<file path="src/rtl/divide_recombine_if.sv">
// Handshake and operand/result bundle for divide_recombine.
// The master drives the request and operands; the slave (the recombiner) returns status and result.
interface divide_recombine_if #(
  parameter int QW = 12,
  parameter int DW = 10,
  parameter int RW = 12
);
  localparam int OW = QW + DW + 1;

  logic          start;
  logic [QW-1:0] quotient;
  logic [DW-1:0] divisor;
  logic [RW-1:0] remainder;
  logic          ready;
  logic          done;
  logic [OW-1:0] dividend;
  logic          rem_err;

  modport master (
    output start, quotient, divisor, remainder,
    input  ready, done, dividend, rem_err
  );

  modport slave (
    input  start, quotient, divisor, remainder,
    output ready, done, dividend, rem_err
  );
endinterface

</file>
<file path="src/rtl/divide_recombine.sv">
// Rebuilds dividend = quotient*divisor + remainder using a shift-add multiplier and a final add.
// Define DIVIDE_RECOMBINE_EARLY_EXIT_EN to leave MUL as soon as the remaining quotient bits are zero.
module divide_recombine #(
  parameter int QW = 12,
  parameter int DW = 10,
  parameter int RW = 12
) (
  input logic               clk,
  input logic               rst,
  divide_recombine_if.slave bus
);
  localparam int OW = QW + DW + 1;
  localparam int CW = $clog2(QW + 1);

  localparam logic [1:0] S_IDLE = 2'd0;
  localparam logic [1:0] S_MUL  = 2'd1;
  localparam logic [1:0] S_ADD  = 2'd2;
  localparam logic [1:0] S_DONE = 2'd3;

  logic [1:0]    state_q, state_d;
  logic [QW-1:0] mplier_q, mplier_d;
  logic [OW-1:0] mcand_q, mcand_d;
  logic [OW-1:0] acc_q, acc_d;
  logic [DW-1:0] div_q, div_d;
  logic [RW-1:0] rem_q, rem_d;
  logic [CW-1:0] cnt_q, cnt_d;
  logic [OW-1:0] dividend_q, dividend_d;
  logic          rem_err_q, rem_err_d;
  logic          readyInt;
  logic          accept;
  logic          lastBit;

  assign readyInt = (state_q == S_IDLE) || (state_q == S_DONE);
  assign accept   = readyInt && bus.start;

  // The multiplier register shifts right each MUL cycle, so its remaining bits are the unprocessed ones.
`ifdef DIVIDE_RECOMBINE_EARLY_EXIT_EN
  assign lastBit = (cnt_q == CW'(QW - 1)) || ((mplier_q >> 1) == '0);
`else
  assign lastBit = (cnt_q == CW'(QW - 1));
`endif

  always_comb begin
    state_d    = state_q;
    mplier_d   = mplier_q;
    mcand_d    = mcand_q;
    acc_d      = acc_q;
    div_d      = div_q;
    rem_d      = rem_q;
    cnt_d      = cnt_q;
    dividend_d = dividend_q;
    rem_err_d  = rem_err_q;

    case (state_q)
      S_IDLE, S_DONE: begin
        if (accept) begin
          mplier_d = bus.quotient;
          mcand_d  = OW'(bus.divisor);
          div_d    = bus.divisor;
          rem_d    = bus.remainder;
          acc_d    = '0;
          cnt_d    = '0;
          state_d  = S_MUL;
        end else begin
          state_d = S_IDLE;
        end
      end
      S_MUL: begin
        if (mplier_q[0]) begin
          acc_d = acc_q + mcand_q;
        end
        mplier_d = mplier_q >> 1;
        mcand_d  = mcand_q << 1;
        cnt_d    = cnt_q + CW'(1);
        if (lastBit) begin
          state_d = S_ADD;
        end
      end
      S_ADD: begin
        acc_d      = acc_q + OW'(rem_q);
        dividend_d = acc_d;
        rem_err_d  = (div_q == '0) || (OW'(rem_q) >= OW'(div_q));
        state_d    = S_DONE;
      end
      default: begin
        state_d = S_IDLE;
      end
    endcase
  end

  always_ff @(posedge clk) begin
    if (rst) begin
      state_q    <= S_IDLE;
      mplier_q   <= '0;
      mcand_q    <= '0;
      acc_q      <= '0;
      div_q      <= '0;
      rem_q      <= '0;
      cnt_q      <= '0;
      dividend_q <= '0;
      rem_err_q  <= 1'b0;
    end else begin
      state_q    <= state_d;
      mplier_q   <= mplier_d;
      mcand_q    <= mcand_d;
      acc_q      <= acc_d;
      div_q      <= div_d;
      rem_q      <= rem_d;
      cnt_q      <= cnt_d;
      dividend_q <= dividend_d;
      rem_err_q  <= rem_err_d;
    end
  end

  assign bus.ready    = readyInt;
  assign bus.done     = (state_q == S_DONE);
  assign bus.dividend = dividend_q;
  assign bus.rem_err  = rem_err_q;
endmodule

</file>
<file path="src/flat_wrapper.sv">
// flat-port wrapper written by rule: the top's interface ports become plain ports
module divide_recombine_flat 
#(
  parameter int QW = 12,
  parameter int DW = 10,
  parameter int RW = 12
)
  (clk, rst, bus_start, bus_quotient, bus_divisor, bus_remainder, bus_ready, bus_done, bus_dividend, bus_rem_err);
  divide_recombine_if #(.QW(QW), .DW(DW), .RW(RW)) bus_i ();
  input logic clk;
  input logic rst;
  input wire logic [$bits(bus_i.start)-1:0] bus_start;
  input wire logic [$bits(bus_i.quotient)-1:0] bus_quotient;
  input wire logic [$bits(bus_i.divisor)-1:0] bus_divisor;
  input wire logic [$bits(bus_i.remainder)-1:0] bus_remainder;
  output wire logic [$bits(bus_i.ready)-1:0] bus_ready;
  output wire logic [$bits(bus_i.done)-1:0] bus_done;
  output wire logic [$bits(bus_i.dividend)-1:0] bus_dividend;
  output wire logic [$bits(bus_i.rem_err)-1:0] bus_rem_err;
  assign bus_i.start = bus_start;
  assign bus_i.quotient = bus_quotient;
  assign bus_i.divisor = bus_divisor;
  assign bus_i.remainder = bus_remainder;
  assign bus_ready = bus_i.ready;
  assign bus_done = bus_i.done;
  assign bus_dividend = bus_i.dividend;
  assign bus_rem_err = bus_i.rem_err;
  divide_recombine #(.QW(QW), .DW(DW), .RW(RW)) u_core (.clk(clk), .rst(rst), .bus(bus_i));
endmodule
</file>
<file path="config.mk">
export PLATFORM = sky130hd
export DESIGN_NAME = divide_recombine_flat
export DESIGN_NICKNAME = d
export VERILOG_FILES = /design/src/rtl/divide_recombine_if.sv /design/src/rtl/divide_recombine.sv /design/src/flat_wrapper.sv
export SDC_FILE = /design/constraint.sdc
export NUM_CORES = 1
export LEC_CHECK = 0
export ABC_CLOCK_PERIOD_IN_PS = 3640
export CAP_MARGIN = 20
export CORE_ASPECT_RATIO = 1.5
export CORE_MARGIN = 4
export CORE_UTILIZATION = 35
export DETAILED_ROUTE_END_ITERATION = 8
export PLACE_DENSITY = 0.54
export SLEW_MARGIN = 0
export SYNTH_ARGS = -nofsm -noshare
export SYNTH_HDL_FRONTEND = slang
export SYNTH_SLANG_ARGS = --single-unit
</file>
<file path="constraint.sdc">
create_clock -name clk -period 3.64 [get_ports clk]
set_input_delay 0.728 -clock clk [delete_from_list [all_inputs] [get_ports clk]]
set_output_delay 0.728 -clock clk [all_outputs]
set_load 0.01 [all_outputs]
</file>
==> parameters.txt, run 1 <==
Parameter                              Value

Synthesis
  Portion of synthesized cell area occupied by the leading cell type    between 30 and 40%
  Post-synthesis async set-or-reset flop share    0%
  Top area cells in the synthesized netlist    sky130_fd_sc_hd__dfxtp_1 (34%), sky130_fd_sc_hd__ha_1 (9.3%), sky130_fd_sc_hd__nand2_1 (6.1%), sky130_fd_sc_hd__a21oi_1 (5.3%), sky130_fd_sc_hd__nor2_1 (5.0%)
  Syn_nets    883
  Share of the yosys chip area belonging to registers    33.99%
  Main flop type after synthesis    sky130_fd_sc_hd__dfxtp_1
  Cell area after technology mapping    0.006479 mm²
  Average footprint of a synthesized cell    8.139 µm²
  Number of enable-type register cells in the synthesized netlist    0
  Number of distinct library cells after synthesis    61
  Flop and latch count out of synthesis    110
  Yosys warning count    0
  Number of cells produced by synthesis    ~800
  Cell taking the most area after synthesis    sky130_fd_sc_hd__dfxtp_1

Layout
  Area of all placed cells without fillers    around 0.0077 mm²
  Fill cell instance count of the final layout    approximately 1,900
  Antenna Cells    0
  Layout cell share with drive strength beyond 1    4.276%
  Area of the multi-input gates    0.004041 mm²
  Register area    0.002202 mm²
  Most frequent cells in the layout    sky130_fd_sc_hd__dfxtp_1 (110), sky130_fd_sc_hd__nand2_1 (106), sky130_fd_sc_hd__nor2_1 (86)
  Number of nets in the layout    approximately 900
  Area grow syn2layout    18.46%
  Most common cell after layout, fill and taps aside    sky130_fd_sc_hd__dfxtp_1
  Utilization after layout    around 42%

GRT
  Maximum number of pins on one net before global-route repair    50
  Global-route wire length before repair    30.87 mm
  Via count of the first global-routing pass    approximately 5,900
  Global route overflow    0
  Initial antenna violation count    0
  Total GRT Usage    18.31%

STA
  Clock tree skew after final layout    approximately 0.0073 ns
  Maximum clock frequency    about 360 MHz
  Final Hold Fails    0
  Clock period minus final worst setup slack    around 2.8 ns
  Worst Hold Margin    0.4593 ns
  TNS Setup    0 ns
  Setup repair after global routing missed its margin    no
  Slew at the pin closest to its max-slew limit    between 0.9 and 1 ns
  Final period util    75.87%
  Final Max Slew Viols    0
  Worst max-slew margin expressed relative to the limit    roughly 36%
  Number of failing setup endpoints in the final timing report    0

Hold path
  Hold path start    u_core.div_q[4]
  Path category of the worst min-delay check    flop to flop
  Sink of the worst hold path    u_core.div_q[4]
  Worst Hold Depth    2

Worst setup path
  Category of the worst setup path capture point    flop
  Ordered list of cells on the worst path    ha_1, a211oi_1, nor4_1, nor2_1, a21oi_1, o41ai_1, mux2i_1, a31oi_1
  Cell with the biggest individual delay on the critical path    sky130_fd_sc_hd__a211oi_1
  Delay of the slowest cell on the worst path    roughly 0.47 ns
  Reg2Reg Capture Point    u_core.acc_q[19]
  Path type of the worst setup path    flop to flop
  Cells on worst reg2reg path    8
  Family of cells with the greatest summed delay on the critical path    compound AO/OA/AOI/OAI gates
  Nature of the critical path startpoint    flop
  Critical path arrival    around 3.0 ns
  Worst reg-to-reg setup slack    between 0.8 and 0.9 ns
  Worst-path maximum fanout    5
  Reg-to-reg critical path startpoint    u_core.acc_q[1]
  Worst path required time    ~3.9 ns
  Sum of buffers and inverters on the critical path    0

Detailed routing
  Number of vias after detailed routing    5,811
  Detailed Route Iter0 Violations    slightly above 300
  DRC violation count after routing    0
  Final ANT Viol Nets    0
  Drt via density    between 5 and 6
  Post-Route WL    roughly 19 mm
  Routed length per placed instance    around 17 µm
  Detailed-routing iteration count for the pre-antenna-repair pass    5

Clock network
  Max Root-Sink Buffers    2
  Hold buffer count at cts    0
  Resize count post-CTS    0
  Clock insertion delay at the later pin of the skew report    0.36 ns
  Total number of clock tree sinks    110
  H-tree Lvls    3
  Number of buffers inserted by post-CTS setup repair    0
  Reg clk slew, reported paths    ~0.080 ns
  TritonCTS clock tree    built
  Number of buffers created by CTS    9
  Clock Root Buffer    sky130_fd_sc_hd__clkbuf_16

Floorplanning
  Area of the core    around 0.018 mm²
  Starting density of the core    a little over a third
  Site Rows    60
  Horizontal die dimension    119.1 µm
  Die area    around 0.021 mm²
  Vertical die dimension    between 150 and 200 µm
  Total I/O pin count    between 60 and 70

Place
  GP Congestion    roughly 0.90
  DPL Wire Length    ~14 mm
  Placement Cell Area    roughly 0.0073 mm²
  Number of buffer cells added on primary ports    62

Power and ir drop
  Pwr dens    ~590 mW/mm²
  Worst IR Drop VDD    0.2624 mV
  Leakage power    3.024 nW

Outcome
  Result of the run    complete, no violations

Run
  Count of max-cap constraint violations    0
## worst reg2reg max path: cells and delay by family, from the launching register on
| kind | cells | cell delay, ns |
|---|---|---|
| AO/OA/AOI/OAI | 4 | 1.20 |
| adder cells (fa/ha/maj) | 1 | 0.29 |
| flip-flops | 1 | 0.46 |
| multiplexers | 1 | 0.23 |
| AND/OR/NAND/NOR | 2 | 0.47 |
## per-layer routing
layer  global-route usage, %  vias to the layer above  wire, µm
met4                   5.703                        0       342
li1                        -                     2964         -
met2                   34.91                       86     10150
met1                   20.90                     2739      7951
met3                   2.234                       22       356
met5                       0                        -         0
## worst max-delay path by stage
stage,startpoint,to,slack (ns),cells after the start
after floorplan,u_core.acc_q[0],u_core.acc_q[18],1.23,10
after global placement,u_core.acc_q[0],u_core.acc_q[22],0.94,9
after detailed placement,u_core.acc_q[5],u_core.acc_q[22],0.91,8
after CTS,u_core.acc_q[5],u_core.acc_q[22],0.89,8
after global routing,u_core.acc_q[1],u_core.acc_q[19],0.63,8
final,u_core.acc_q[1],u_core.acc_q[19],0.88,8
## area by class of cell
class | count | area share (%)
repair buffers | 71 | 9.097
well taps | 248 | 4.043
multi-input cells | 621 | 52.66
clock inverters | 4 | 0.9945
inverters | 24 | 1.174
flip-flops and latches | 110 | 28.69
clock buffers | 12 | 3.342
## kinds of logic (layout without fill, tap and decap cells)
logic type | Yosys count | count (layout) | share of synthesized area (%)
muxes | 30 | 30 | 4.635
DFF | 110 | 110 | 33.99
AOI/OAI and AO/OA | 243 | 243 | 25.13
buffers and inverters | 65 | 111 | 3.824
adders and majority gates | 50 | 50 | 9.888
and+or+nand+nor | 268 | 268 | 18.48
xor gates and xnor gates | 30 | 30 | 4.056
## report_power, final
part           switching (mW)  internal [mW]  leakage [nW]
logic                    1.14          0.703          1.97
registers               0.165           1.42         0.897
clock network           0.466          0.644         0.159
## synthesized netlist by cell type, types with 7 or more instances
cell type	count
sky130_fd_sc_hd__dfxtp_1	110
sky130_fd_sc_hd__nand2_1	106
sky130_fd_sc_hd__nor2_1	86
sky130_fd_sc_hd__a21oi_1	68
sky130_fd_sc_hd__ha_1	48
sky130_fd_sc_hd__a211oi_1	42
sky130_fd_sc_hd__clkbuf_1	38
sky130_fd_sc_hd__mux2i_1	30
sky130_fd_sc_hd__o21ai_0	27
sky130_fd_sc_hd__a21o_1	24
sky130_fd_sc_hd__inv_1	24
sky130_fd_sc_hd__a22oi_1	22
sky130_fd_sc_hd__xnor2_1	17
sky130_fd_sc_hd__and3_1	14
sky130_fd_sc_hd__nand3_1	13
sky130_fd_sc_hd__xor2_1	13
sky130_fd_sc_hd__nand2b_1	9
sky130_fd_sc_hd__nand4_1	8
sky130_fd_sc_hd__nor3_1	8
sky130_fd_sc_hd__a31oi_1	7
## metrics by stage
step | total power [mW] | worst slack (ns) | std cells
after floorplan | 2.794 | 1.230 | 796
after global placement | 3.478 | 0.9396 | 1074
after detailed placement | 3.475 | 0.9094 | 1074
after CTS | 4.594 | 0.8882 | 1090
after global routing | 4.863 | 0.6319 | 1090
final | 4.537 | 0.8785 | 1090
## registers in the layout (all words and copies together), names as in the netlist
register	count
u_core.acc_q	23
u_core.bus.dividend	23
u_core.bus.rem_err	1
u_core.cnt_q	4
u_core.div_q	10
u_core.mcand_q	23
u_core.mplier_q	12
u_core.rem_q	12
u_core.state_q	2
Power figures use the tool's default switching activity.
==> run 2: changes to the inputs <==
--- a/config.mk
+++ b/config.mk
@@ -5,7 +5,7 @@
 export SDC_FILE = /design/constraint.sdc
 export NUM_CORES = 1
 export LEC_CHECK = 0
-export ABC_CLOCK_PERIOD_IN_PS = 3640
+export ABC_CLOCK_PERIOD_IN_PS = 2660
 export CAP_MARGIN = 20
 export CORE_ASPECT_RATIO = 1.5
 export CORE_MARGIN = 4
==> constraint.sdc (replaced) <==
create_clock -name clk -period 2.66 [get_ports clk]
set_input_delay 0.532 -clock clk [delete_from_list [all_inputs] [get_ports clk]]
set_output_delay 0.532 -clock clk [all_outputs]
set_load 0.01 [all_outputs]
==> parameters.txt, run 2 (synthesis results as in run 1) <==
Parameter                              Value

Detailed routing
  Final ANT Viol Nets    0 (unchanged)
  DRC violation count after routing    0 (unchanged)
  Detailed-routing iteration count for the pre-antenna-repair pass    5 (unchanged)
  Routed length per placed instance    17.14 µm (was 17.25 µm)
  Detailed Route Iter0 Violations    403 (was 307)
  Drt via density    5.336 (was 5.331)
  Post-Route WL    19.16 mm (was 18.80 mm)
  Number of vias after detailed routing    5,966 (was 5,811)

Layout
  Layout cell share with drive strength beyond 1    7.816% (was 4.276%)
  Register area    0.002202 mm² (unchanged)
  Area grow syn2layout    21.03% (was 18.46%)
  Number of nets in the layout    952 (was 924)
  Most frequent cells in the layout    sky130_fd_sc_hd__dfxtp_1 (110), sky130_fd_sc_hd__nand2_1 (106), sky130_fd_sc_hd__nor2_1 (86) (unchanged)
  Area of the multi-input gates    0.004054 mm² (was 0.004041 mm²)
  Most common cell after layout, fill and taps aside    sky130_fd_sc_hd__dfxtp_1 (unchanged)
  Antenna Cells    0 (unchanged)
  Fill cell instance count of the final layout    1,862 (was 1,860)

Floorplanning
  Area of the core    0.01809 mm² (unchanged)
  Vertical die dimension    174.6 µm (unchanged)
  Die area    0.02080 mm² (unchanged)
  Site Rows    60 (unchanged)
  Horizontal die dimension    119.1 µm (unchanged)
  Starting density of the core    35.81% (unchanged)
  Total I/O pin count    63 (unchanged)

STA
  Clock tree skew after final layout    0.01203 ns (was 0.007289 ns)
  Final Max Slew Viols    0 (unchanged)
  Final period util    94.03% (was 75.87%)
  Worst max-slew margin expressed relative to the limit    30.85% (was 36.29%)
  Maximum clock frequency    399.8 MHz (was 362.1 MHz)
  Setup repair after global routing missed its margin    no (unchanged)
  Final Hold Fails    0 (unchanged)
  Clock period minus final worst setup slack    2.501 ns (was 2.762 ns)
  Number of failing setup endpoints in the final timing report    0 (unchanged)
  Worst Hold Margin    0.4579 ns (was 0.4593 ns)
  TNS Setup    0 ns (unchanged)
  Slew at the pin closest to its max-slew limit    1.037 ns (was 0.9557 ns)

Worst setup path
  Worst-path maximum fanout    4 (was 5)
  Nature of the critical path startpoint    flop (unchanged)
  Reg2Reg Capture Point    u_core.acc_q[18] (was u_core.acc_q[19])
  Worst setup path startpoint    u_core.acc_q[0] (was u_core.acc_q[1])
  Worst reg-to-reg setup slack    0.16 ns (was 0.88 ns)
  Path type of the worst setup path    flop to flop (unchanged)
  Setup crit end    u_core.acc_q[18] (was u_core.acc_q[19])
  Critical path arrival    2.80 ns (was 3.00 ns)
  Category of the worst setup path capture point    flop (unchanged)
  Reg-to-reg critical path startpoint    u_core.acc_q[0] (was u_core.acc_q[1])
  Worst path required time    2.96 ns (was 3.88 ns)
  Cells on worst reg2reg path    10 (was 8)

Place
  GP Congestion    0.8845 (was 0.9039)
  Number of buffer cells added on primary ports    62 (unchanged)
  DPL Wire Length    14.37 mm (was 14.05 mm)

Hold path
  Path category of the worst min-delay check    flop to flop (unchanged)

GRT
  Global route overflow    0 (unchanged)
  Via count of the first global-routing pass    5,783 (was 5,941)
  Global-route wire length before repair    30.71 mm (was 30.87 mm)
  Initial antenna violation count    0 (unchanged)
  Total GRT Usage    18.38% (was 18.31%)
  Maximum number of pins on one net before global-route repair    39 (was 50)

Power and ir drop
  Internal Pwr Total    3.647 mW (was 2.770 mW)
  Pwr dens    777.2 mW/mm² (was 591.1 mW/mm²)
  Switching Fraction    40.17% (was 38.95%)
  Worst IR Drop VDD    0.3215 mV (was 0.2624 mV)
  Overall power of the completed layout    6.095 mW (was 4.537 mW)
  Fraction of power consumed by the clock network    21.3% (was 24.5%)
  Share of power burned in combinational logic    43.1% (was 40.5%)
  Relative contribution of sequential cells to total power    35.7% (was 35.0%)
  Switching power summed over all nets    2.448 mW (was 1.767 mW)
  Leakage power    3.144 nW (was 3.024 nW)

Clock network
  Clock Root Buffer    sky130_fd_sc_hd__clkbuf_16 (unchanged)
  TritonCTS clock tree    built (unchanged)
  Reg clk slew, reported paths    0.08 ns (about the same)
  Total number of clock tree sinks    110 (unchanged)
  Hold buffer count at cts    0 (unchanged)
  H-tree Lvls    3 (unchanged)
  Max Root-Sink Buffers    2 (unchanged)
  Number of buffers created by CTS    9 (unchanged)
  Clock insertion delay at the later pin of the skew report    0.36 ns (about the same)

Run
  Count of max-cap constraint violations    0 (unchanged)

Outcome
  Result of the run    complete, no violations (unchanged)
[run 2: cell count changes in the layout (fill, tap and decap cells not counted), sizes merged]
cell / delta
buf: +28
clkinv: +5
clkbuf: -3
bufinv: -2
clkinvlp: +1
inv: -1
[run 2: power groups by stage]
| stage | logic, mW | clock network, mW | registers [mW] |
|---|---|---|---|
| 3_5_place_dp | 2.65 | 0 | 2.22 |
| 5_1_grt | 2.91 | 1.39 | 2.22 |
| 4_1_cts | 2.66 | 1.33 | 2.18 |
| 3_3_place_gp | 2.63 | 0 | 2.21 |
| 2_1_floorplan | 1.65 | 0 | 2.17 |
| 6_report | 2.62 | 1.30 | 2.17 |
[run 2: per-layer routing]
layer  vias up  GRT usage (%)  share of wire (%)
li1       3032              -                  -
met1      2797          21.09                 41
met2       107          34.25                 53
met3        30          2.623                2.5
met4         0          6.573                2.8
met5         -              0                  0
[run 2: through the flow]
stage | std cells | worst slack, ns | instance area [µm²] | utilization [%]
after floorplan | 796 | 0.2499 | 6479 | -
after global placement | 1101 | 0.1452 | 7541 | 41.68
after detailed placement | 1101 | 0.07453 | 7541 | 41.68
after CTS | 1117 | 0.07146 | 7818 | 43.21
after global routing | 1118 | 0.004615 | 7841 | 43.34
final | 1118 | 0.1587 | 7841 | 43.34
[run 2: layout make-up]
class	count	area share, %
Sequential cell	110	28.08
Tap cell	248	3.957
Clock inverter	7	0.6542
Inverter	24	1.149
Clock buffer	9	2.872
Multi-Input combinational cell	621	51.70
Timing Repair Buffer	99	11.58
[run 2: critical path, cell delays in order, from the launching register on]
cell	delay [ns]
sky130_fd_sc_hd__dfxtp_1	0.37
sky130_fd_sc_hd__ha_1	0.20
sky130_fd_sc_hd__inv_1	0.07
sky130_fd_sc_hd__fa_2	0.38
sky130_fd_sc_hd__nor2b_4	0.13
sky130_fd_sc_hd__o31ai_2	0.08
sky130_fd_sc_hd__a21oi_2	0.25
sky130_fd_sc_hd__a211oi_1	0.15
sky130_fd_sc_hd__or4_1	0.52
sky130_fd_sc_hd__a21o_1	0.18
sky130_fd_sc_hd__a31oi_1	0.11
[run 2: repair_timing]
| item | CTS | global route |
|---|---|---|
| buffers inserted | 0 | 1 |
| hold endpoints to repair | 0 | 0 |
| endpoints found under the setup margin | 0 | 9 |
| gates resized for setup | 0 | 4 |
[run 2: worst min path at each step]
stage	start	endpoint	slack [ns]	depth (start not counted)
after detailed placement	u_core.div_q[4]	u_core.div_q[4]	0.45	2
after floorplan	u_core.div_q[3]	u_core.div_q[3]	0.44	2
final	u_core.div_q[4]	u_core.div_q[4]	0.46	2
after global placement	u_core.div_q[3]	u_core.div_q[3]	0.44	2
after CTS	u_core.div_q[4]	u_core.div_q[4]	0.46	2
after global routing	u_core.div_q[4]	u_core.div_q[4]	0.48	2
==> run 3: changes to the inputs <==
--- a/config.mk
+++ b/config.mk
@@ -11,7 +11,9 @@
 export CORE_MARGIN = 4
 export CORE_UTILIZATION = 35
 export DETAILED_ROUTE_END_ITERATION = 8
+export GPL_ROUTABILITY_DRIVEN = 0
 export PLACE_DENSITY = 0.54
+export REMOVE_ABC_BUFFERS = 1
 export SLEW_MARGIN = 0
 export SYNTH_ARGS = -nofsm -noshare
 export SYNTH_HDL_FRONTEND = slang
==> parameters.txt, run 3 (synthesis results as in run 1) <==
Parameter                              Value

STA
  Setup repair after global routing missed its margin    no (unchanged)
  Final period util    94.50% (was 94.03%)
  Maximum clock frequency    397.8 MHz (was 399.8 MHz)
  Worst max-slew margin expressed relative to the limit    59.92% (was 30.85%)
  Slew at the pin closest to its max-slew limit    0.5957 ns (was 1.037 ns)
  Clock period minus final worst setup slack    2.514 ns (was 2.501 ns)
  Final Max Slew Viols    0 (unchanged)
  Final Hold Fails    0 (unchanged)
  Number of failing setup endpoints in the final timing report    0 (unchanged)
  Final worst slack    0.1463 ns (was 0.1587 ns)
  Clock tree skew after final layout    0.007800 ns (was 0.01203 ns)

Clock network
  TritonCTS clock tree    built (unchanged)
  Reg clk slew, reported paths    0.07 ns (was 0.08 ns)
  Total number of clock tree sinks    110 (unchanged)
  Clock Root Buffer    sky130_fd_sc_hd__clkbuf_16 (unchanged)
  Max Root-Sink Buffers    2 (unchanged)
  Hold buffer count at cts    0 (unchanged)
  Number of buffers created by CTS    9 (unchanged)
  Number of buffers inserted by post-CTS setup repair    0 (unchanged)
  Clock insertion delay at the later pin of the skew report    0.37 ns (was 0.36 ns)
  Resize count post-CTS    0 (unchanged)
  H-tree Lvls    3 (unchanged)

Place
  DPL Wire Length    14.21 mm (was 14.37 mm)
  Placement Cell Area    0.007511 mm² (was 0.007541 mm²)
  Worst slack after detailed placement    0.06886 ns (was 0.07453 ns)
  Number of buffer cells added on primary ports    62 (unchanged)

Floorplanning
  Starting density of the core    35.81% (unchanged)
  Total I/O pin count    63 (unchanged)
  Site Rows    60 (unchanged)
  Area of the core    0.01809 mm² (unchanged)
  Horizontal die dimension    119.1 µm (unchanged)
  Die area    0.02080 mm² (unchanged)
  Vertical die dimension    174.6 µm (unchanged)

Worst setup path
  Worst-path maximum fanout    5 (was 4)
  Family of cells with the greatest summed delay on the critical path    compound AO/OA/AOI/OAI gates (unchanged)
  Worst path required time    2.96 ns (about the same)
  Delay of the slowest cell on the worst path    0.51 ns (was 0.52 ns)
  Critical path arrival    2.81 ns (was 2.80 ns)
  Worst setup path startpoint    u_core.acc_q[7] (was u_core.acc_q[0])
  Worst reg-to-reg setup slack    0.15 ns (was 0.16 ns)
  Category of the worst setup path capture point    flop (unchanged)
  Reg-to-reg critical path startpoint    u_core.acc_q[7] (was u_core.acc_q[0])
  Ordered list of cells on the worst path    ha_1, a21o_1, nor3_1, a21oi_4, a41oi_4, a211oi_1, or4b_1, a31oi_1 (was ha_1, inv_1, fa_2, nor2b_4, o31ai_2, a21oi_2, a211oi_1, or4_1, a21o_1, a31oi_1)
  Nature of the critical path startpoint    flop (unchanged)
  Path type of the worst setup path    flop to flop (unchanged)
  Cell with the biggest individual delay on the critical path    sky130_fd_sc_hd__or4b_1 (was sky130_fd_sc_hd__or4_1)
  Sum of buffers and inverters on the critical path    0 (was 1)

Detailed routing
  Final ANT Viol Nets    0 (unchanged)
  Number of vias after detailed routing    5,888 (was 5,966)
  Drt via density    5.290 (was 5.336)
  Detailed Route Iter0 Violations    278 (was 403)
  DRC violation count after routing    0 (unchanged)
  Routed length per placed instance    16.62 µm (was 17.14 µm)
  Post-Route WL    18.50 mm (was 19.16 mm)
  Detailed-routing iteration count for the pre-antenna-repair pass    4 (was 5)

GRT
  GR met3 Demand/Resource    2.850% (was 2.623%)
  Maximum number of pins on one net before global-route repair    41 (was 39)
  Global route overflow    0 (unchanged)
  Initial antenna violation count    0 (unchanged)
  Via count of the first global-routing pass    5,809 (was 5,783)
  Global route hottest layer    met2 (unchanged)
  Global-route wire length before repair    30.00 mm (was 30.71 mm)
  Global routing met2 resource utilization    33.64% (was 34.25%)
  Total GRT Usage    18.01% (was 18.38%)
  Fraction of met1 tracks used by global routing    19.99% (was 21.09%)

Layout
  Most frequent cells in the layout    sky130_fd_sc_hd__dfxtp_1 (108), sky130_fd_sc_hd__nand2_1 (106), sky130_fd_sc_hd__nor2_1 (86) (was sky130_fd_sc_hd__dfxtp_1 (110), sky130_fd_sc_hd__nand2_1 (106), sky130_fd_sc_hd__nor2_1 (86))
  Area of the multi-input gates    0.004085 mm² (was 0.004054 mm²)
  Number of nets in the layout    947 (was 952)
  Area grow syn2layout    21.44% (was 21.03%)
  Antenna Cells    0 (unchanged)
  Most common cell after layout, fill and taps aside    sky130_fd_sc_hd__dfxtp_1 (unchanged)
  Utilization after layout    43.49% (was 43.34%)
  Fill cell instance count of the final layout    1,879 (was 1,862)
  Area of all placed cells without fillers    0.007868 mm² (was 0.007841 mm²)
  Register area    0.002205 mm² (was 0.002202 mm²)
  Layout cell share with drive strength beyond 1    7.630% (was 7.816%)

Outcome
  Result of the run    complete, no violations (unchanged)

Power and ir drop
  Worst IR Drop VDD    0.3641 mV (was 0.3215 mV)
  Pwr dens    787.4 mW/mm² (was 777.2 mW/mm²)
  Leakage power    3.135 nW (was 3.144 nW)
  Overall power of the completed layout    6.195 mW (was 6.095 mW)

Hold path
  Hold path start    u_core.div_q[3] (was u_core.div_q[4])
  Path category of the worst min-delay check    flop to flop (unchanged)

Run
  Count of max-cap constraint violations    0 (unchanged)
## run 3: cell count changes in the layout (fill, tap and decap cells not counted), moves of 2 or more
cell,delta
sky130_fd_sc_hd__a211oi_1,-2
sky130_fd_sc_hd__dfxtp_1,-2
sky130_fd_sc_hd__clkinvlp_4,-2
sky130_fd_sc_hd__a211oi_2,+2
sky130_fd_sc_hd__buf_4,-5
sky130_fd_sc_hd__a21oi_1,-2
sky130_fd_sc_hd__inv_6,+2
sky130_fd_sc_hd__dfxtp_2,+2
## run 3: worst paths after layout
kind,cells after the start,to
hold / removal,2,u_core.div_q[3]
setup reg to reg,8,u_core.acc_q[16]
hold reg to reg,2,u_core.div_q[3]
setup / recovery,8,u_core.acc_q[16]
## run 3: per-layer routing
layer	wire, µm	share of wire, %	vias to the layer above
li1	-	-	3011
met1	7605	41	2757
met2	9888	53	92
met3	428	2.3	28
met4	575	3.1	0
met5	0	0	-
## run 3: where the power goes
group          total [mW]  internal [mW]  switching (mW)
Sequential           2.17           1.95           0.219
Clock                1.42          0.746           0.675
Combinational        2.61           1.05            1.56
## run 3: metrics by stage
| stage | hold slack [ns] | std cells | TNS (ns) |
|---|---|---|---|
| 5_1_grt | 0.4847 | 1113 | 0 |
| 3_5_place_dp | 0.4548 | 1097 | 0 |
| 6_report | 0.4639 | 1113 | 0 |
| 2_1_floorplan | 0.4303 | 755 | -17.63 |
| 4_1_cts | 0.4654 | 1113 | 0 |
| 3_3_place_gp | 0.4459 | 1097 | 0 |
## run 3: area by class of cell
cell class	count	share of cell area, %
clock inverters	7	1.034
flip-flops and latches	110	28.02
multi-input cells	621	51.92
clock buffers	9	2.863
well taps	248	3.944
inverters	24	1.145
repair buffers	94	11.07
## run 3: worst register-to-register path, cell delays in order (launching register included)
cell and delay [ns]:
sky130_fd_sc_hd__dfxtp_1 0.36, sky130_fd_sc_hd__ha_1 0.38, sky130_fd_sc_hd__a21o_1 0.20, sky130_fd_sc_hd__nor3_1 0.27
sky130_fd_sc_hd__a21oi_4 0.14, sky130_fd_sc_hd__a41oi_4 0.31, sky130_fd_sc_hd__a211oi_1 0.13, sky130_fd_sc_hd__or4b_1 0.51
sky130_fd_sc_hd__a31oi_1 0.16
